**src/rtl/lsu_subword.sv**
```systemverilog
// Sub-word load/store unit sitting between execute and the data cache.
// Takes one request at a time, checks size and alignment, steers store data
// onto its byte lanes, extracts and extends load data, and gives up on a
// cache that does not answer within TIMEOUT_CYCLES.
//
// state  | meaning
// IDLE   | ready for a request; mem_ready high
// ACCESS | cache request outstanding; data_req high, timeout counter running
// RESP   | one-cycle response pulse on mem_valid
module lsu_subword #(
    parameter int DATA_WIDTH      = 32,
    parameter int BYTE_DATA_WIDTH = DATA_WIDTH / 8,
    parameter int TIMEOUT_CYCLES  = 255
) (
    input  logic                       clk,
    input  logic                       rst,
    input  logic                       mem_req,
    output logic                       mem_ready,
    input  logic                       mem_we,
    input  logic [1:0]                 mem_size,
    input  logic                       mem_unsigned,
    input  logic [DATA_WIDTH-1:0]      mem_addr,
    input  logic [DATA_WIDTH-1:0]      mem_wdata,
    output logic                       mem_valid,
    output logic [DATA_WIDTH-1:0]      mem_rdata,
    output logic [1:0]                 mem_error,
    output logic                       data_req,
    output logic [DATA_WIDTH-1:0]      data_addr,
    input  logic                       data_valid,
    input  logic [DATA_WIDTH-1:0]      rdata,
    output logic [DATA_WIDTH-1:0]      wdata,
    output logic                       inst_we,
    output logic [BYTE_DATA_WIDTH-1:0] byte_enable
);

    localparam int OFF_W = $clog2(BYTE_DATA_WIDTH);
    // A zero timeout still needs a legal one-bit counter; it simply never fires.
    localparam int CNT_W = (TIMEOUT_CYCLES > 0) ? $clog2(TIMEOUT_CYCLES + 1) : 1;

    localparam logic [1:0] S_IDLE   = 2'd0;
    localparam logic [1:0] S_ACCESS = 2'd1;
    localparam logic [1:0] S_RESP   = 2'd2;

    localparam logic [1:0] ERR_OK      = 2'd0;
    localparam logic [1:0] ERR_ALIGN   = 2'd1;
    localparam logic [1:0] ERR_SIZE    = 2'd2;
    localparam logic [1:0] ERR_TIMEOUT = 2'd3;

    logic [1:0]                 state_q, state_d;
    logic [1:0]                 size_q, size_d;
    logic                       uns_q, uns_d;
    logic [OFF_W-1:0]           off_q, off_d;
    logic [CNT_W-1:0]           cnt_q, cnt_d;
    logic                       mem_ready_q, mem_ready_d;
    logic                       mem_valid_q, mem_valid_d;
    logic [DATA_WIDTH-1:0]      mem_rdata_q, mem_rdata_d;
    logic [1:0]                 mem_error_q, mem_error_d;
    logic                       data_req_q, data_req_d;
    logic [DATA_WIDTH-1:0]      data_addr_q, data_addr_d;
    logic [DATA_WIDTH-1:0]      wdata_q, wdata_d;
    logic                       inst_we_q, inst_we_d;
    logic [BYTE_DATA_WIDTH-1:0] be_q, be_d;

    logic [OFF_W-1:0]           req_off;
    logic                       req_illegal;
    logic                       req_misaligned;
    logic [BYTE_DATA_WIDTH-1:0] req_be_base;
    logic [BYTE_DATA_WIDTH-1:0] req_be;
    logic [DATA_WIDTH-1:0]      req_wdata;
    logic [DATA_WIDTH-1:0]      req_daddr;

    logic [DATA_WIDTH-1:0]      ld_shifted;
    logic [DATA_WIDTH-1:0]      ld_mask;
    logic [DATA_WIDTH-1:0]      ld_msb;
    logic                       ld_sign;
    logic [DATA_WIDTH-1:0]      ld_data;

    logic [CNT_W-1:0]           cnt_inc;
    logic                       timeout_hit;

    // Decode an incoming request: legality, alignment, lane mask and steered data.
    always_comb begin
        req_off        = mem_addr[OFF_W-1:0];
        req_illegal    = (BYTE_DATA_WIDTH < 8) && (mem_size == 2'd3);
        req_misaligned = 1'b0;
        for (int i = 0; i < OFF_W; i++) begin
            if (i < int'(mem_size)) req_misaligned = req_misaligned | mem_addr[i];
        end
        req_be_base = '0;
        for (int i = 0; i < BYTE_DATA_WIDTH; i++) begin
            req_be_base[i] = (i < (1 << mem_size));
        end
        req_be    = req_be_base << req_off;
        req_wdata = mem_wdata << {req_off, 3'b000};
        req_daddr = mem_addr;
        req_daddr[OFF_W-1:0] = '0;
    end

    // Load extraction: shift the addressed field down, then zero or sign extend.
    // A full-width mask leaves nothing above the MSB, so full-width loads pass through.
    always_comb begin
        ld_shifted = rdata >> {off_q, 3'b000};
        ld_mask    = {DATA_WIDTH{1'b1}} >> (DATA_WIDTH - (8 << size_q));
        ld_msb     = ld_mask & ~(ld_mask >> 1);
        ld_sign    = (|(ld_shifted & ld_msb)) & ~uns_q;
        ld_data    = (ld_shifted & ld_mask) | (ld_sign ? ~ld_mask : '0);
    end

    assign cnt_inc     = cnt_q + 1'b1;
    assign timeout_hit = (TIMEOUT_CYCLES != 0) && (cnt_inc == CNT_W'(TIMEOUT_CYCLES));

    // Next-state logic for the sequencer and all registered outputs.
    always_comb begin
        state_d     = state_q;
        size_d      = size_q;
        uns_d       = uns_q;
        off_d       = off_q;
        cnt_d       = cnt_q;
        mem_ready_d = mem_ready_q;
        mem_valid_d = 1'b0;
        mem_rdata_d = mem_rdata_q;
        mem_error_d = mem_error_q;
        data_req_d  = data_req_q;
        data_addr_d = data_addr_q;
        wdata_d     = wdata_q;
        inst_we_d   = inst_we_q;
        be_d        = be_q;

        case (state_q)
            S_IDLE: begin
                if (mem_req) begin
                    size_d      = mem_size;
                    uns_d       = mem_unsigned;
                    off_d       = req_off;
                    mem_ready_d = 1'b0;
                    mem_rdata_d = '0;
                    if (req_illegal) begin
                        state_d     = S_RESP;
                        mem_valid_d = 1'b1;
                        mem_error_d = ERR_SIZE;
                    end else if (req_misaligned) begin
                        state_d     = S_RESP;
                        mem_valid_d = 1'b1;
                        mem_error_d = ERR_ALIGN;
                    end else begin
                        state_d     = S_ACCESS;
                        cnt_d       = '0;
                        data_req_d  = 1'b1;
                        data_addr_d = req_daddr;
                        wdata_d     = req_wdata;
                        inst_we_d   = mem_we;
                        be_d        = req_be;
                    end
                end
            end
            S_ACCESS: begin
                // Data that lands on the timeout cycle still counts as a hit.
                if (data_valid || timeout_hit) begin
                    state_d     = S_RESP;
                    mem_valid_d = 1'b1;
                    mem_error_d = data_valid ? ERR_OK : ERR_TIMEOUT;
                    mem_rdata_d = (data_valid && !inst_we_q) ? ld_data : '0;
                    data_req_d  = 1'b0;
                    data_addr_d = '0;
                    wdata_d     = '0;
                    inst_we_d   = 1'b0;
                    be_d        = '0;
                end else begin
                    cnt_d = cnt_inc;
                end
            end
            S_RESP: begin
                state_d     = S_IDLE;
                mem_ready_d = 1'b1;
                mem_rdata_d = '0;
                mem_error_d = ERR_OK;
            end
            default: begin
                state_d     = S_IDLE;
                mem_ready_d = 1'b1;
            end
        endcase
    end

    // State and output registers; reset abandons any outstanding request.
    always_ff @(posedge clk) begin
        if (rst) begin
            state_q     <= S_IDLE;
            size_q      <= '0;
            uns_q       <= 1'b0;
            off_q       <= '0;
            cnt_q       <= '0;
            mem_ready_q <= 1'b1;
            mem_valid_q <= 1'b0;
            mem_rdata_q <= '0;
            mem_error_q <= ERR_OK;
            data_req_q  <= 1'b0;
            data_addr_q <= '0;
            wdata_q     <= '0;
            inst_we_q   <= 1'b0;
            be_q        <= '0;
        end else begin
            state_q     <= state_d;
            size_q      <= size_d;
            uns_q       <= uns_d;
            off_q       <= off_d;
            cnt_q       <= cnt_d;
            mem_ready_q <= mem_ready_d;
            mem_valid_q <= mem_valid_d;
            mem_rdata_q <= mem_rdata_d;
            mem_error_q <= mem_error_d;
            data_req_q  <= data_req_d;
            data_addr_q <= data_addr_d;
            wdata_q     <= wdata_d;
            inst_we_q   <= inst_we_d;
            be_q        <= be_d;
        end
    end

    assign mem_ready   = mem_ready_q;
    assign mem_valid   = mem_valid_q;
    assign mem_rdata   = mem_rdata_q;
    assign mem_error   = mem_error_q;
    assign data_req    = data_req_q;
    assign data_addr   = data_addr_q;
    assign wdata       = wdata_q;
    assign inst_we     = inst_we_q;
    assign byte_enable = be_q;

endmodule
```
**config.mk**
```make
export PLATFORM = sky130hd
export DESIGN_NAME = lsu_subword
export DESIGN_NICKNAME = d
export VERILOG_FILES = /design/src/rtl/lsu_subword.sv
export SDC_FILE = /design/constraint.sdc
export NUM_CORES = 1
export LEC_CHECK = 0
export ABC_AREA = 1
export BUFFER_PORTS_ARGS = -buffer_cell sky130_fd_sc_hd__buf_2
export CAP_MARGIN = 30
export CELL_PAD_IN_SITES_DETAIL_PLACEMENT = 0
export CELL_PAD_IN_SITES_GLOBAL_PLACEMENT = 1
export CORE_ASPECT_RATIO = 1.25
export CORE_MARGIN = 4
export CORE_UTILIZATION = 25
export CTS_CLUSTER_DIAMETER = 60
export DETAILED_ROUTE_END_ITERATION = 8
export GPL_ROUTABILITY_DRIVEN = 0
export GPL_TIMING_DRIVEN = 0
export HOLD_SLACK_MARGIN = 0.1
export PLACE_DENSITY = 0.62
export SETUP_SLACK_MARGIN = 0.5
export SYNTH_ARGS = -nofsm -noshare
export SYNTH_HDL_FRONTEND = slang
export SYNTH_SLANG_ARGS = --single-unit
```
**constraint.sdc**
```tcl
create_clock -name clk -period 2.2 [get_ports clk]
set_input_delay 0.11 -clock clk [delete_from_list [all_inputs] [get_ports clk]]
set_output_delay 0.11 -clock clk [all_outputs]
set_load 0.02 [all_outputs]
```
==> impl_metrics.yaml <==
outcome:
  status: "finished clean"
drt:
  drc: 0
  routed.top_layer: "met5"
  dr_wl_met2_mm: 12.0
  via_per_inst: 4.50
  drtIter0Drc: 296
  dr_wl_met3_mm: 1.93
  vias: 7161
  ant_nets: 0
  drt-met1-wl_mm: 9.90
  drt-pass1-iter-count: 5
  wire_per_inst_um: 15.3
  wl_mm: 24.3
die:
  die-area_um2: 27300
  std_cell_rows: 64
  io_pins: 210
  core_um2: 24400
  die_w_um: 149
  die_h_um: 184
  initial_core_util_pct: 25.3
worst_setup_path:
  crit_family: "simple AND/OR/NAND/NOR gates"
  crit_path_max_fanout: 5
  crit_path_start_kind: "register"
  critPathArrivalTime_ns: 2.18
  path_cells: "ha_4, inv_2, nand2_2, nand2_2, nor2_1, nand2_1, nor2_2, nand2_2, nand3_4, nand3_4, buf_12, buf_8, o21ai_2, nor2_1"
  worst-setup-path-type: "register to register"
  crit-reg2reg-launch: "cnt_q[1]"
  cp_slowest_cell: "dfxtp_4"
  worst-path-buf-inv: 3
  crit_path_end_kind: "register"
  cp_slowest_stage_delay_ns: 0.38
  reg2reg_slack_ns: 0.33
  r2r_cells: 14
  critPathRequiredTime_ns: 2.52
  critical_path.most_common_cell: "nand2_2"
  reg2reg_to: "mem_rdata[15]"
final_layout:
  final_core_util_pct: 39.2
  areaGrowthSynthToFinish_pct: 55.3
  drive_gt1_share_pct: 32.6
  final_common_cell: "buf_2"
  fin_cells: 1592
  finalNetCount: 1360
  mostFrequentLayoutCells: "buf_2, nand2_1, dfxtp_1"
power_and_ir_drop:
  power_mw: 9.35
  leakage_nw: 4.44
  peakVddDrop_uv: 645
  power_density_nw_per_um2: 976
global_routing:
  grt_usage_pct: 17.5
  grt_overflow_total: 0
  grt_pass1_vias: 7074
  antenna_found_initial: 4
  grt_max_degree: 17
  grt_pass1_wl_mm: 38.0
cts:
  root_buffer: "clkbuf_16"
  cts_buffers: 17
  htreeDepth: 4
  insertion_delay_ns: 0.43
  cts_buffer_depth: 2
  cts_num_sinks: 119
  path_clk_slew_ns: 0.07
  cts_tree: "done"
yosys:
  netlist-cell-type-count: 31
  postSynth.asyncResetShare_pct: 0
  syn_inst: 943
  yosysTopAreaCellShare_pct: 38.6
  synth-seq-area-share_pct: 38.6
  ys_ff_latch: 119
  synth_area_leaders: "dfxtp_1, nand2_1, nor2_1"
  netlist_area_um2: 6170
  ys_warn_count: 0
  synthFlopType: "dfxtp_1"
  syn_avg_cell_area_um2: 6.55
  synth_edf_count: 0
  yosysTopAreaCell: "dfxtp_1"
sta:
  hold_slack_ns: 0.119
  fin_crit_sh_pct: 84.9
  fin_skew_ns: 0.0169
  rsz0062_at_grt: "yes"
  fmax_mhz: 535
  setup_viol: 0
  relSlewSlack_pct: 54.6
  tightest_slew_ns: 0.681
  finalHoldViolations: 0
  slew_violations: 0
  min_period_ns: 1.87
hold_path:
  hp-class: "input pin to register"
  whs_endpoint: "mem_rdata[30]"
  min_path_cells: 5
  hold_start: "rdata[30]"
place:
  dp_cells: 1479
  io_buffer_count: 205
  dpl.hpwl_mm: 17.8
flow_run:
  cap_viol_max_count: 0
==> synth_stat cells (all sizes together) (7+ instances only) <==
master	n
a21oi	98
ha	9
dfxtp	119
mux2i	7
inv	89
nand4	20
a211oi	11
a31oi	9
clkbuf	44
nor3	7
buf	22
nand2	233
o21ai	57
nor2	134
nand3	76
==> area by class of cell <==
cell class | count | area, um^2
Clock buffer | 17 | 425
Multi-Input combinational cell | 670 | 3500
Clock inverter | 15 | 176
Sequential cell | 119 | 2400
Inverter | 91 | 343
Timing Repair Buffer | 282 | 1860
Buffer | 66 | 457
Antenna cell | 2 | 5.00
Tap cell | 330 | 413
Fill cell | 2637 | 14800
==> worst reg2reg max path, stage by stage (launching register included) <==
cell and delay [ns]:
dfxtp_4 0.38, ha_4 0.16, inv_2 0.04, nand2_2 0.06, nand2_2 0.05, nor2_1 0.08
nand2_1 0.08, nor2_2 0.10, nand2_2 0.08, nand3_4 0.11, nand3_4 0.14, buf_12 0.18
buf_8 0.13, o21ai_2 0.12, nor2_1 0.06
==> report_power, final <==
| part | internal [mW] | total [mW] | switching, mW |
|---|---|---|---|
| combinational | 1.60 | 3.90 | 2.30 |
| clock | 1.54 | 2.86 | 1.32 |
| sequential | 2.44 | 2.59 | 0.146 |
==> state kept, by name, indices dropped and copies added, names as in the netlist <==
signal,count
wdata,32
cnt_q,8
data_addr,30
mem_rdata,32
size_q,2
mem_error,2
byte_enable,4
off_q,2
state_q,2
inst_we,1
uns_q,1
data_req,1
mem_ready,1
mem_valid,1
==> timing repair <==
item,in CTS,in global routing
hold buffers,45,0
buffers inserted,18,7
pin swaps,19,8
cloned,7,2
hold endpoints to repair,45,0
resized for setup,96,84
endpoints found under the setup margin,109,111
==> routing by layer <==
metal / GRT usage [%] / vias up
met3: 5.38 / 36
met4: 5.58 / 4
met1: 20.8 / 3178
met5: 0 / -
met2: 30.2 / 258
li1: - / 3685
==> metrics by stage <==
stage / setup WS, ns / cell area, um^2 / setup TNS, ns
6_report: 0.332 / 9580 / 0
5_1_grt: 0.192 / 9580 / 0
4_1_cts: 0.297 / 9290 / 0
3_5_place_dp: -0.108 / 7650 / -0.438
3_3_place_gp: -0.117 / 7650 / -0.497
2_1_floorplan: 0.517 / 6210 / 0
==> cell families after synthesis <==
group	share of synthesized area, %
and+or+nand+nor	32.0
xor gates and xnor gates	0.142
buffers and inverters	11.0
AOI/OAI and AO/OA	15.3
other	0.0608
DFF	38.6
muxes	1.14
adders and majority gates	1.82
==> how the worst max path moves through the flow <==
stage	startpoint	depth (start not counted)	endpoint	slack (ns)
6_report	cnt_q[1]	14	mem_rdata[15]	0.33
5_1_grt	state_q[1]	13	data_addr[21]	0.19
4_1_cts	cnt_q[0]	15	data_addr[28]	0.30
3_5_place_dp	state_q[1]	8	wdata[30]	-0.11
3_3_place_gp	state_q[1]	8	wdata[25]	-0.12
2_1_floorplan	state_q[0]	13	data_addr[11]	0.52
Note: power is estimated with default switching activity, not from simulation.
